<file path="src/rtl/gcd_pkg.sv">
// Shared types and constants for the subtractive GCD controller.
// Mux select encodings match the datapath's sel1/sel2/sel_in wiring.
package gcd_pkg;

    localparam int GCD_DW = 16;

    localparam logic SEL_A   = 1'b0;
    localparam logic SEL_B   = 1'b1;
    localparam logic SEL_BUS = 1'b1;
    localparam logic SEL_SUB = 1'b0;

    typedef enum logic [2:0] {
        IDLE,
        LOAD_A,
        LOAD_B,
        CALC,
        DONE
    } gcd_state_t;

endpackage

</file>
<file path="src/rtl/gcd_iter_counter.sv">
// Subtract-step counter: clear, increment, and compare against MAX_ITER.
// Latency: at_limit_o is a combinational compare of the registered count; no backpressure.
module gcd_iter_counter #(
    parameter int MAX_ITER = 65535,
    parameter int CNT_W    = 17
) (
    input  logic clk,
    input  logic rst_n,
    input  logic clr_i,
    input  logic inc_i,
    output logic at_limit_o
);

    logic [CNT_W-1:0] cnt_q;

    always_ff @(posedge clk or negedge rst_n) begin
        if (!rst_n) begin
            cnt_q <= '0;
        end else if (clr_i) begin
            cnt_q <= '0;
        end else if (inc_i) begin
            cnt_q <= cnt_q + 1'b1;
        end
    end

    assign at_limit_o = (cnt_q == CNT_W'(MAX_ITER));

endmodule

</file>
<file path="src/rtl/gcd_controller.sv">
// Control FSM for the 16-bit subtractive GCD datapath; optional step-limit abort under GCD_TIMEOUT_EN.
// Latency: done at 4+N cycles after start (N subtract steps) plus one per operand stall; op_ready held while op_valid is low.
module gcd_controller
    import gcd_pkg::*;
#(
    parameter int MAX_ITER = 65535,
    parameter int CNT_W    = 17
) (
    input  logic clk,
    input  logic rst_n,
    input  logic start,
    input  logic op_valid,
    output logic op_ready,
    input  logic gt,
    input  logic lt,
    input  logic eq,
    output logic LdA,
    output logic LdB,
    output logic sel1,
    output logic sel2,
    output logic sel_in,
    output logic busy,
    output logic done,
    output logic err
);

    if ((64'd1 << CNT_W) <= 64'(MAX_ITER)) begin : g_cfg_check
        $error("CNT_W too narrow to hold MAX_ITER");
    end

    gcd_state_t state_q;
    logic       at_limit;
    logic       sub_a;
    logic       sub_b;

    // eq wins over gt, gt over lt; a step at the limit is suppressed in favour of the abort
    assign sub_a = (state_q == CALC) && !eq && !at_limit && gt;
    assign sub_b = (state_q == CALC) && !eq && !at_limit && !gt && lt;

`ifdef GCD_TIMEOUT_EN
    logic err_q;

    gcd_iter_counter #(
        .MAX_ITER (MAX_ITER),
        .CNT_W    (CNT_W)
    ) u_iter_counter (
        .clk        (clk),
        .rst_n      (rst_n),
        .clr_i      ((state_q == IDLE) && start),
        .inc_i      (sub_a || sub_b),
        .at_limit_o (at_limit)
    );

    always_ff @(posedge clk or negedge rst_n) begin
        if (!rst_n) begin
            err_q <= 1'b0;
        end else if ((state_q == IDLE) && start) begin
            err_q <= 1'b0;
        end else if ((state_q == CALC) && !eq && at_limit) begin
            err_q <= 1'b1;
        end
    end

    assign err = err_q;
`else
    assign at_limit = 1'b0;
    assign err      = 1'b0;
`endif

    always_ff @(posedge clk or negedge rst_n) begin
        if (!rst_n) begin
            state_q <= IDLE;
        end else begin
            case (state_q)
                IDLE:    if (start)    state_q <= LOAD_A;
                LOAD_A:  if (op_valid) state_q <= LOAD_B;
                LOAD_B:  if (op_valid) state_q <= CALC;
                CALC:    if (eq || at_limit) state_q <= DONE;
                DONE:    state_q <= IDLE;
                default: state_q <= IDLE;
            endcase
        end
    end

    always_comb begin
        op_ready = 1'b0;
        sel_in   = SEL_SUB;
        LdA      = 1'b0;
        LdB      = 1'b0;
        sel1     = SEL_A;
        sel2     = SEL_A;
        case (state_q)
            LOAD_A: begin
                op_ready = 1'b1;
                sel_in   = SEL_BUS;
                LdA      = op_valid;
            end
            LOAD_B: begin
                op_ready = 1'b1;
                sel_in   = SEL_BUS;
                LdB      = op_valid;
            end
            CALC: begin
                if (sub_a) begin
                    LdA  = 1'b1;
                    sel1 = SEL_A;
                    sel2 = SEL_B;
                end else if (sub_b) begin
                    LdB  = 1'b1;
                    sel1 = SEL_B;
                    sel2 = SEL_A;
                end
            end
            default: ;
        endcase
    end

    assign busy = (state_q != IDLE);
    assign done = (state_q == DONE);

endmodule

</file>
<file path="config.mk">
export PLATFORM = sky130hd
export DESIGN_NAME = gcd_controller
export DESIGN_NICKNAME = d
export VERILOG_FILES = /design/src/rtl/gcd_pkg.sv /design/src/rtl/gcd_iter_counter.sv /design/src/rtl/gcd_controller.sv
export SDC_FILE = /design/constraint.sdc
export NUM_CORES = 1
export LEC_CHECK = 0
export BUFFER_PORTS_ARGS = -buffer_cell sky130_fd_sc_hd__buf_2
export CAP_MARGIN = 15
export CORE_AREA = 2 2 39 41
export CTS_CLUSTER_SIZE = 25
export DETAILED_ROUTE_END_ITERATION = 16
export DIE_AREA = 0 0 41 43
export GPL_TIMING_DRIVEN = 0
export PLACE_DENSITY = 0.45
export SYNTH_ARGS = -nofsm -noshare
export SYNTH_HDL_FRONTEND = slang
export SYNTH_SLANG_ARGS = --single-unit
</file>
<file path="constraint.sdc">
create_clock -name clk -period 1 [get_ports clk]
set_input_delay 0.2 -clock clk [delete_from_list [all_inputs] [get_ports clk]]
set_output_delay 0.2 -clock clk [all_outputs]
set_load 0.1 [all_outputs]
</file>
==> results of run 1 <==
[cell usage in the layout, fill, tap and decap left out, types with 2 or more instances in the layout]
master and n:
buf_12 9, nand3b_1 2, buf_4 6, buf_6 3, nand2b_1 2, clkbuf_4 3, nor2_1 2, nor3b_4 2
buf_2 6, dfrtp_1 2
[cell type report]
class	instances	area share, %
plain buffers	4	7.143
clock buffers	4	3.750
flip-flops and latches	3	10.89
repair buffers	21	35.54
multi-input cells	24	39.82
well taps	16	2.857
[kinds of logic (layout without fill, tap and decap cells)]
logic type      after synthesis  in the layout  synth area share [%]
compound gates                5              5                 12.77
flops                         3              3                 25.53
simple gates                 16             16                 40.85
xor+xnor                      1              1                 2.979
buf+inv                       4             29                 12.76
mux                           1              1                 3.830
other cells                   1              1                 1.275
[through the flow]
stage	worst slack [ns]	instances	utilization [%]	hold slack, ns	cell area [µm²]
detailed placement	-0.5590	61	34.99	-0.004387	484.2
CTS	-0.5527	71	49.82	0.2901	689.4
floorplan	-0.7356	31	-	-0.09559	394.1
finish	-0.5439	72	50.63	0.2913	700.7
global placement	-0.5352	61	34.99	-0.006314	484.2
global route	-0.5912	72	50.63	0.2936	700.7
[repair_timing]
| action | in CTS | in global routing |
|---|---|---|
| pin swaps | 5 | 3 |
| hold buffers | 1 | 0 |
| resized for setup | 36 | 1 |
| endpoints found under the setup margin | 10 | 10 |
| endpoints found under the hold margin | 3 | 0 |
| cloned | 1 | 0 |
| setup buffers | 4 | 1 |
[critical path: stages, from the launching register on]
cell	delay, ns
dfrtp_1	0.40
buf_4	0.17
or3_4	0.37
buf_12	0.17
[per-layer routing]
layer	track usage (%)	up-vias
met5	0	-
met4	6.000	0
met3	1.571	0
met2	16.88	9
met1	11.65	147
li1	-	155
[worst min-delay path by stage]
stage | from | end | slack, ns | cells past startpoint
final | rst_n | state_q[2] | 0.29 | 2
after global routing | rst_n | state_q[2] | 0.29 | 2
after CTS | rst_n | state_q[2] | 0.29 | 2
after detailed placement | rst_n | state_q[1] | -0.004 | 1
after global placement | rst_n | state_q[0] | -0.006 | 1
after floorplan | rst_n | state_q[0] | -0.1 | 0
==> qor.csv, run 1 <==
stage,metric,value,unit
run_status,outcome,"finished, violations left",
run_status,failing checks,setup timing,
detailed_routing,Remaining DRCs,0,
detailed_routing,DRT iter0 DRCs,3,
detailed_routing,Top Layer Used,met3,
detailed_routing,via count,311,
clock_network,TritonCTS clock tree,built,
setup_path,CP endpoint,busy,
cells_and_area,layout cell share with drive strength beyond 1,71.43,%
logic_synthesis,Synth async-reset ratio,100.0,%
clock_network,# H-tree levels,1,
floorplan,io pins,16,
logic_synthesis,"EDFF count, synth",0,
placed_design,RD Place Congestion,0.6961,
sta,max-slew violations,0,
setup_path,critical path type,reg -> out,
run,Max Cap Viol,0,
sta,Fin. Hold Viols,0,
setup_path,CP endpoint kind,output pin,
cells_and_area,Nets,64,
cells_and_area,Biggest register,state_q,
hold_path,HP Class,in -> async,
floorplan,Die Footprint,1763,µm²
logic_synthesis,Mapped Area,294.0,µm²
floorplan,chip height,43,µm
clock_network,Sink Count,3,
global_routing,grt ovf,0,
clock_network,latest clock arrival within the worst-skew pair,0.23,ns
detailed_routing,met2 wire len,481,µm
logic_synthesis,"Seq/Total Area, Yosys",25.53,%
cells_and_area,# fillers,132,
logic_synthesis,Synth top area share,25.53,%
cells_and_area,Area Growth Syn to Fin,138.3,%
logic_synthesis,top post-synthesis cells by area,"dfrtp_1 26%, buf_6 7.7%, nand3b_4 6.8%",
global_routing,initial antenna violation count,0,
clock_network,clk buf depth,2,
clock_network,Num CTS Buffers,3,
detailed_routing,met3 routed WL,32,µm
setup_path,Worst R2R End,state_q[0],
sta,Final WS setup,-0.5439,ns
setup_path,R2R Setup Slk,-0.28,ns
setup_path,arrival time at the worst endpoint,1.34,ns
setup_path,Worst setup SP type,flip-flop,
floorplan,# rows,14,
global_routing,first-pass GRT wire length,1228,µm
setup_path,cell depth of the worst flop-to-flop path,4,
logic_synthesis,synth unique cells,21,
floorplan,Die Wd,41,µm
detailed_routing,WL/cell,11.35,µm
cells_and_area,Ant. Diodes,0,
setup_path,Critical Path RT,0.80,ns
cells_and_area,footprint of the multi-input gates,279.0,µm²
cells_and_area,Regs by FF count,state_q (3),
setup_path,worst-path fanout max,5,
floorplan,total core area,1384,µm²
sta,fin crit period,1.544,ns
setup_path,Reg-to-Reg Start,state_q[1],
cells_and_area,Largest register FFs,3,
logic_synthesis,"Primary FF master, synth",dfrtp_1,
detailed_routing,Pre-antenna DRT Iters,2,
sta,TNS Setup,-4.199,ns
clock_network,clock root cell,clkbuf_4,
logic_synthesis,post-synthesis cell count,31,
logic_synthesis,Synth Area per Inst,9.485,µm²
sta,maximum clock frequency,0.6477,GHz
cells_and_area,FF+latch area,76.32,µm²
sta,Finish-stage setup viols,9,
clock_network,clk slew on worst S/H paths,0.04,ns
global_routing,vias in the first global route,310,
setup_path,CP startpoint,state_q[1],
sta,part of the cycle the worst path needs,154.4,%
global_routing,GRT Total Usage,10.26,%
global_routing,pin count of the biggest net entering global routing,11,
sta,Max Clock Skew,0.003405,ns
logic_synthesis,yosys warns,0,
sta,unrepaired setup endpoints after global routing,yes,
placed_design,PortBufs,14,
detailed_routing,Post-DRT Antenna Nets,0,
detailed_routing,vias per inst,4.319,
logic_synthesis,#FFs+latches synth,3,
detailed_routing,detailed-route wire length,817,µm
logic_synthesis,syn nets,38,
floorplan,Initial Util,21.25,%
detailed_routing,DRT met1 WL,303,µm
logic_synthesis,Synth area leader,dfrtp_1,
logic_synthesis,Synth top cells by count,"3 x dfrtp_1, 3 x nor2_1",
Power of run 1 is not shown: default switching activity piles up to over one toggle a cycle in this logic, so the estimate is an artifact.
==> inputs of run 2 (changes only) <==
--- a/config.mk
+++ b/config.mk
@@ -12,7 +12,8 @@
 export DETAILED_ROUTE_END_ITERATION = 16
 export DIE_AREA = 0 0 41 43
 export GPL_TIMING_DRIVEN = 0
-export PLACE_DENSITY = 0.45
+export HOLD_SLACK_MARGIN = 0.03
+export PLACE_DENSITY = 0.43
 export SYNTH_ARGS = -nofsm -noshare
 export SYNTH_HDL_FRONTEND = slang
 export SYNTH_SLANG_ARGS = --single-unit
==> constraint.sdc (replaced) <==
create_clock -name clk -period 1.9 [get_ports clk]
set_input_delay 0.38 -clock clk [delete_from_list [all_inputs] [get_ports clk]]
set_output_delay 0.38 -clock clk [all_outputs]
set_load 0.1 [all_outputs]
==> run 2 against run 1 <==
  * The run now ends clean
  * Worst setup slack improved by 0.63 ns
  * Sequential share of layout area is 4.0 points higher
  * Worst hold slack gained 0.19 ns
==> qor.csv, run 2 (synthesized netlist as in run 1, its figures left out) <==
stage,metric,value,unit,change
global_routing,met1 usage,11.58,%,was 11.65%
cells_and_area,Largest register FFs,3,,unchanged
floorplan,# rows,14,,unchanged
global_routing,grt ovf,0,,unchanged
clock_network,clk buf depth,2,,unchanged
setup_path,R2R Setup Slk,0.86,ns,was -0.28 ns
setup_path,cell depth of the worst flop-to-flop path,3,,was 4
global_routing,vias in the first global route,291,,was 310
detailed_routing,detailed-route wire length,756,µm,was 817 µm
sta,Fin. Hold Viols,0,,unchanged
cells_and_area,Regs by FF count,state_q (3),,unchanged
setup_path,Worst R2R End,state_q[0],,unchanged
global_routing,GRT Total Usage,10.74,%,was 10.26%
cells_and_area,# fillers,158,,was 132
detailed_routing,Post-DRT Antenna Nets,0,,unchanged
detailed_routing,Remaining DRCs,0,,unchanged
cells_and_area,Area Growth Syn to Fin,74.04,%,was 138.3%
sta,part of the cycle the worst path needs,95.25,%,
sta,maximum clock frequency,0.5526,GHz,
placed_design,PortBufs,14,,unchanged
setup_path,Critical Path RT,1.52,ns,was 0.80 ns
floorplan,Die Wd,41,µm,unchanged
global_routing,met3 Use GR,5.236,%,was 1.571%
setup_path,Worst setup SP type,flip-flop,,unchanged
cells_and_area,"commonest cells after routing, fill and taps aside","8 x buf_2, 5 x clkbuf_4, 4 x buf_6, 3 x buf_4",,"was 9 x buf_12, 6 x buf_4, 6 x buf_2, 3 x buf_6, 3 x clkbuf_4"
setup_path,worst-path fanout max,9,,was 5
global_routing,grt peak-use layer,met2,,unchanged
detailed_routing,via count,297,,was 311
sta,TNS Setup,0,ns,was -4.199 ns
placed_design,RD Place Congestion,0.7459,,was 0.6961
sta,Finish-stage setup viols,0,,was 9
floorplan,total core area,1384,µm²,unchanged
run,Max Cap Viol,0,,unchanged
floorplan,Initial Util,21.25,%,unchanged
setup_path,critical path type,reg -> out,,unchanged
detailed_routing,DRT iter0 DRCs,3,,unchanged
setup_path,CP endpoint kind,output pin,,unchanged
clock_network,latest clock arrival within the worst-skew pair,0.23,ns,about the same
placed_design,Post-DP Area,447.9,µm²,was 484.2 µm²
cells_and_area,Nets,58,,was 64
floorplan,io pins,16,,unchanged
clock_network,clock root cell,clkbuf_4,,unchanged
clock_network,TritonCTS clock tree,built,,unchanged
run_status,outcome,completed,,"was finished, violations left"
floorplan,chip height,43,µm,unchanged
clock_network,Sink Count,3,,unchanged
cells_and_area,Ant. Diodes,0,,unchanged
global_routing,grt met2 use,15.31,%,was 16.88%
sta,unrepaired setup endpoints after global routing,no,,was yes
cells_and_area,"final std cell area, no fill",511.7,µm²,was 700.7 µm²
detailed_routing,vias per inst,4.500,,was 4.319
cells_and_area,Biggest register,state_q,,unchanged
global_routing,first-pass GRT wire length,1214,µm,was 1228 µm
setup_path,Reg-to-Reg Start,state_q[1],,unchanged
sta,max-slew violations,0,,unchanged
sta,fin crit period,1.810,ns,
setup_path,arrival time at the worst endpoint,1.43,ns,was 1.34 ns
global_routing,initial antenna violation count,0,,unchanged
detailed_routing,Pre-antenna DRT Iters,3,,was 2
cells_and_area,layout cell share with drive strength beyond 1,62.00,%,was 71.43%
clock_network,Num CTS Buffers,3,,unchanged
detailed_routing,WL/cell,11.45,µm,was 11.35 µm
clock_network,# H-tree levels,1,,unchanged
clock_network,clk slew on worst S/H paths,0.03,ns,was 0.04 ns
hold_path,HP Class,in -> async,,unchanged
setup_path,CP startpoint,state_q[2],,was state_q[1]
floorplan,Die Footprint,1763,µm²,unchanged
global_routing,pin count of the biggest net entering global routing,11,,unchanged
cells_and_area,"commonest non-fill, non-tap cell in the layout",buf_2,,was buf_12
sta,Max Clock Skew,0.0003425,ns,was 0.003405 ns
-- run 2: changes by cell type in the layout (fill, tap and decap cells not counted), sizes merged --
cell,before,now
buf,24,16
clkbuf,4,6
-- run 2: timing repair --
| action | CTS | global route |
|---|---|---|
| endpoints found under the setup margin | 4 | 4 |
| resized for setup | 5 | 5 |
| hold endpoints to repair | 3 | 0 |
| buffers inserted | 0 | 0 |
| hold buffers | 1 | 0 |
-- run 2: stage by stage --
stage	cells	hold WS (ns)	util, %	setup WS [ns]
global placement	61	0.1732	32.37	0.1391
CTS	66	0.4699	35.99	0.002864
detailed placement	61	0.1784	32.37	0.1021
global route	66	0.4916	36.98	0.05161
floorplan	31	0.08441	-	-0.2005
finish	66	0.4775	36.98	0.09029
-- run 2: worst max-delay path by stage --
stage | endpoint | slack, ns | depth (start not counted)
finish | LdB | 0.09 | 3
global route | sel_in | 0.05 | 5
floorplan | done | -0.20 | 2
detailed placement | LdB | 0.10 | 3
global placement | LdB | 0.14 | 3
CTS | LdA | 0.003 | 3
-- run 2: per-layer routing --
layer,share of wire [%],wire (µm),up-vias
met5,0,0,-
met4,0,0,0
met3,6.3,48,0
met2,55,414,9
met1,39,293,144
li1,-,-,144
-- run 2: layout make-up --
type | count | area (µm²) | area share (%)
multi-input combinational | 24 | 241.5 | 47.19
sequential | 3 | 76.32 | 14.91
tap | 16 | 20.02 | 3.912
buffer | 4 | 41.29 | 8.068
timing repair buffer | 15 | 106.4 | 20.78
clock buffer | 4 | 26.28 | 5.134
-- run 2: worst max-delay path, stage by stage, from the launching register on --
cell	delay [ns]
dfrtp_2	0.47
nand3b_4	0.23
o31ai_4	0.27
buf_8	0.23
Power of run 2 is left out for the same reason.
